<file path="config.mk">
export PLATFORM = sky130hd
export DESIGN_NAME = battle_defender
export DESIGN_NICKNAME = d
export VERILOG_FILES = /design/src/rtl/battleship_pkg.sv /design/src/rtl/battle_defender.sv
export SDC_FILE = /design/constraint.sdc
export NUM_CORES = 1
export LEC_CHECK = 0
export ABC_CLOCK_PERIOD_IN_PS = 7180
export CORE_MARGIN = 1.5
export CORE_UTILIZATION = 41
export DETAILED_ROUTE_END_ITERATION = 16
export PLACE_DENSITY = 0.66
export SLEW_MARGIN = 20
export SYNTH_ARGS = -nofsm -noshare
export SYNTH_HDL_FRONTEND = slang
export SYNTH_SLANG_ARGS = --single-unit
</file>
<file path="constraint.sdc">
create_clock -name clk -period 7.18 [get_ports clk]
set_clock_uncertainty 0.05 [all_clocks]
set_input_delay 2.154 -clock clk [delete_from_list [all_inputs] [get_ports clk]]
set_output_delay 2.154 -clock clk [all_outputs]
set_load 0.01 [all_outputs]
</file>
<file path="src/rtl/battleship_pkg.sv">
// Definitions shared by the attacker and defender sides of the battleship exchange.
package battleship_pkg;

  localparam int unsigned DEFAULT_BOARD_N = 5;

  typedef enum logic [1:0] {
    MISS    = 2'd0,
    HIT     = 2'd1,
    REPEAT  = 2'd2,
    INVALID = 2'd3
  } rsp_code_t;

  typedef enum logic [2:0] {
    SETUP,
    ARMED,
    LOOKUP,
    RESPOND,
    DEFEATED
  } defender_state_t;

  // Flat cell index, row-major.
  function automatic int unsigned cell_idx(input int unsigned row, input int unsigned col,
                                           input int unsigned n = DEFAULT_BOARD_N);
    return row * n + col;
  endfunction

endpackage

</file>
<file path="src/rtl/battle_defender.sv">
// Defending board: holds ship placement, resolves incoming shots over valid/ready,
// and reports miss/hit/repeat/invalid, remaining life and defeat.
module battle_defender
  import battleship_pkg::*;
#(
  parameter int unsigned BOARD_N = DEFAULT_BOARD_N,
  parameter int unsigned LIFE_W  = 5
) (
  input  logic                         clk,
  input  logic                         rst,
  input  logic                         place_valid,
  input  logic [4:0]                   place_row,
  input  logic [4:0]                   place_col,
  input  logic                         start,
  input  logic                         atk_valid,
  input  logic [4:0]                   atk_row,
  input  logic [4:0]                   atk_col,
  output logic                         atk_ready,
  output logic                         rsp_valid,
  output logic [1:0]                   rsp_code,
  output logic [LIFE_W-1:0]            life,
  output logic                         armed,
  output logic                         lose,
  output logic [BOARD_N*BOARD_N-1:0]   shot_map,
  output logic [BOARD_N*BOARD_N-1:0]   hit_map
);

  localparam int unsigned CELLS = BOARD_N * BOARD_N;
  localparam int unsigned IDX_W = (CELLS > 1) ? $clog2(CELLS) : 1;

  defender_state_t   state_q;
  logic [CELLS-1:0]  ship_q;
  logic [CELLS-1:0]  shot_q;
  logic [LIFE_W-1:0] life_q;
  logic [4:0]        row_q;
  logic [4:0]        col_q;
  rsp_code_t         code_q;
  rsp_code_t         rsp_code_q;
  logic              rsp_valid_q;

  logic              place_in;
  logic              place_new;
  logic [IDX_W-1:0]  place_idx;
  logic [LIFE_W-1:0] life_place;
  logic              atk_in;
  logic [IDX_W-1:0]  atk_idx;
  rsp_code_t         lookup_code;

  always_comb begin
    place_in   = (32'(place_row) < BOARD_N) && (32'(place_col) < BOARD_N);
    place_idx  = IDX_W'(cell_idx(32'(place_row), 32'(place_col), BOARD_N));
    place_new  = place_valid && place_in && (ship_q[place_idx] == 1'b0);
    life_place = life_q + LIFE_W'(place_new);

    atk_in  = (32'(row_q) < BOARD_N) && (32'(col_q) < BOARD_N);
    atk_idx = IDX_W'(cell_idx(32'(row_q), 32'(col_q), BOARD_N));

    lookup_code = MISS;
    if (!atk_in) begin
      lookup_code = INVALID;
    end else if (shot_q[atk_idx]) begin
      lookup_code = REPEAT;
    end else if (ship_q[atk_idx] && (life_q != '0)) begin
      lookup_code = HIT;
    end
  end

  // RESPOND spans two edges: the first commits the result and raises the pulse,
  // the second drops it and leaves for ARMED or DEFEATED on the updated life.
  always_ff @(posedge clk) begin
    if (rst) begin
      state_q     <= SETUP;
      ship_q      <= '0;
      shot_q      <= '0;
      life_q      <= '0;
      row_q       <= '0;
      col_q       <= '0;
      code_q      <= MISS;
      rsp_code_q  <= MISS;
      rsp_valid_q <= 1'b0;
    end else begin
      case (state_q)
        SETUP: begin
          if (place_new) begin
            ship_q[place_idx] <= 1'b1;
            life_q            <= life_place;
          end
          if (start && (life_place != '0)) state_q <= ARMED;
        end
        ARMED: begin
          if (atk_valid) begin
            row_q   <= atk_row;
            col_q   <= atk_col;
            state_q <= LOOKUP;
          end
        end
        LOOKUP: begin
          code_q  <= lookup_code;
          state_q <= RESPOND;
        end
        RESPOND: begin
          if (!rsp_valid_q) begin
            rsp_valid_q <= 1'b1;
            rsp_code_q  <= code_q;
            if (code_q == HIT || code_q == MISS) shot_q[atk_idx] <= 1'b1;
            if (code_q == HIT) life_q <= life_q - LIFE_W'(1);
          end else begin
            rsp_valid_q <= 1'b0;
            state_q     <= (life_q == '0) ? DEFEATED : ARMED;
          end
        end
        DEFEATED: ;
        default: state_q <= SETUP;
      endcase
    end
  end

  assign atk_ready = (state_q == ARMED);
  assign armed     = (state_q == ARMED) || (state_q == LOOKUP) || (state_q == RESPOND);
  assign lose      = (state_q == DEFEATED);
  assign rsp_valid = rsp_valid_q;
  assign rsp_code  = rsp_code_q;
  assign life      = life_q;
  assign shot_map  = shot_q;
  assign hit_map   = shot_q & ship_q;

endmodule

</file>
==> reports/qor.yml <==
critical_path_class: "in -> reg"
required_ps: 7360
ys_warn_count: 0
p_leak_nw: 1.88
cts.clk_slew.worst_paths_ps: 80
p_sw_w: 0.000307
synth_most_common_cell: "dfxtp_1"
maxCapViolCount: 0
cp_slowest_cell: "fa_1"
ant_nets: 0
cts_root_buffer: "clkbuf_8"
antenna_found_initial: 0
wl_per_cell_um: 17.8
row_count: 36
cpPeakStageDelay_ps: 790
timing.slew.headroom: 0.305
period_needed_ps: 6050
hold_class: "reg -> reg"
fmax_ghz: 0.165
grt_pass1_wl_um: 18200
ys_seq_area_frac: 0.359
io_pins: 86
gp_congestion: 0.856
cts_resized: 0
totalWireLength_um: 11600
instances_no_fill: 649
synthTopCellsByCount: "dfxtp_1 (73), a21oi_1 (43), nor2_1 (41)"
powerDensity_nw_per_um2: 194
synth_fp_nets: 492
cts_tree: "built"
yosysTopAreaCellShare: 0.359
insertion_delay_ps: 360
vias: 3651
r2r_slack_ps: 3760
finalHoldViolations: 0
synth.distinct_cells: 53
swShare: 0.304
drc: 0
fillers: 914
worst_path_most_repeated_cell: "ha_1"
drt_iter0_markers: 228
dp.cells: 633
h-tree-depth: 3
sequentialPowerShare: 0.426
synth_edf_count: 0
cts_buffers: 9
synth_area_um2: 4080
ir_worst_vdd_v: 0.0000889
syn_inst: 444
core_um2: 9730
final.period_utilization: 0.842
combPwrFrac: 0.208
overflow: 0
drtPass1Iterations: 4
dieArea_um2: 10500
clkSinkCount: 73
grt_pass1_vias: 3484
diodes: 0
dpl.hpwl_um: 8290
track_usage: 0.229
async_flop_share: 0
synth.ff_latch_count: 73
via_per_inst: 5.63
synth_area_per_cell_um2: 9.18
clkPwrFrac: 0.366
crit_chain: "clkdlybuf4s50_1 > ha_1 > ha_1 > fa_1 > mux4_2 > nand3_1 > nand4_1 > mux2_4 > nor2_1 > ha_1 > ha_1 > a31oi_1 > or4_1 > a21oi_1 > a2111oi_0"
setup_tns_ps: 0
post-route-util: 0.535
maxSlewViolCount: 0
status: "finished clean"
endpoint_kind: "register"
setup_viol: 0
grt_max_degree: 51
synthToLayoutAreaGrowth_pct: 27.7
die_h_um: 103
synth_area_leader_cell: "dfxtp_1"
worst_pin_slew_ps: 1040
startpoint_type: "input port"
ys_dominant_reg_cell: "dfxtp_1"
rsz0062_at_grt: "false"
crit_arrival_ps: 6220
start_util: 0.419
yosys-top-cells-area: "dfxtp_1 (36%), mux4_2 (9.9%), ha_1 (5.8%)"
drive_gt1_frac: 0.0795
die_x_um: 103
cts.path.max_buffers: 2
port-buffer-count: 85
cts_setup_buffers: 0
crit_fanout: 10
holdBufCountCts: 0
final_net_count: 559
intPower_w: 0.000701
## critical path, delay by kind of cell
family | cells | cell delay (ps)
AOI/OAI and AO/OA | 3 | 310
adders and majority gates | 5 | 1830
buffers and inverters | 1 | 450
muxes | 2 | 660
and+or+nand+nor | 4 | 810
## per-stage QoR
stage / worst slack, ps / hold slack, ps / total power, W / area [um2]
finish: 1130 / 434 / 0.00101 / 5210
floorplan: 1460 / 392 / 0.000586 / 4080
detailed placement: 760 / 417 / 0.000647 / 4980
global placement: 902 / 410 / 0.000643 / 4980
CTS: 1160 / 431 / 0.00101 / 5210
global route: 905 / 469 / 0.00106 / 5210
## placed cells by master (no fill, tap or decap), types with 3 or more instances in the layout
master / count
a31oi_1: 4
and3_1: 4
clkbuf_8: 9
xor2_1: 3
clkdlybuf4s50_1: 85
nand2_1: 38
inv_1: 13
or4_1: 4
nor4_1: 4
nand3_1: 14
nand4_1: 10
xnor2_1: 9
o21ai_0: 9
a21oi_1: 43
o2bb2ai_1: 25
ha_1: 19
and2_1: 29
nor3_1: 7
dfxtp_1: 73
fa_1: 4
nor2_1: 41
a22oi_1: 3
mux4_2: 18
mux2i_1: 3
## cells by family after synthesis
logic type | share of synthesized area
AO/OA/AOI/OAI | 0.164
XOR/XNOR | 0.0408
adder cells (fa/ha/maj) | 0.0780
buffers and inverters | 0.0427
flip-flops | 0.359
multiplexers | 0.110
AND/OR/NAND/NOR | 0.205
## registers in the layout (all words and copies together) (netlist names)
name,flops
life,5
row_q,5
rsp_valid,1
ship_q,25
rsp_code,2
col_q,5
shot_map,25
code_q,2
state_q,3
## power by group through the flow
stage                     registers, W  logic (W)  clock network, W
after floorplan               0.000431   0.000155                 0
after global placement        0.000438   0.000205                 0
after CTS                     0.000429   0.000210          0.000374
after detailed placement      0.000438   0.000209                 0
after global routing          0.000432   0.000234          0.000392
final                         0.000429   0.000210          0.000369
## final timing paths
check	startpoint	endpoint	cells past startpoint
hold reg to reg	code_q[1]	rsp_code[1]	2
hold / removal	code_q[1]	rsp_code[1]	2
setup / recovery	place_row[0]	state_q[0]	15
setup reg to reg	row_q[1]	code_q[0]	11
## area by class of cell
class | count | area, um2 | share of cell area
inverter | 14 | 52.6 | 0.0101
clock inverter | 7 | 103 | 0.0197
clock buffer | 9 | 124 | 0.0238
timing repair buffer | 86 | 858 | 0.165
multi-input combinational | 327 | 2440 | 0.469
tap | 133 | 166 | 0.0320
sequential | 73 | 1460 | 0.281
## per-layer routing
| metal | up-vias | part of all wire | global-route usage |
|---|---|---|---|
| met4 | 0 | 0.025 | 0.0991 |
| li1 | 1758 | - | - |
| met3 | 26 | 0.077 | 0.0434 |
| met5 | - | 0 | 0 |
| met1 | 1703 | 0.45 | 0.311 |
| met2 | 164 | 0.45 | 0.356 |
(Power assumes the default switching activity.)
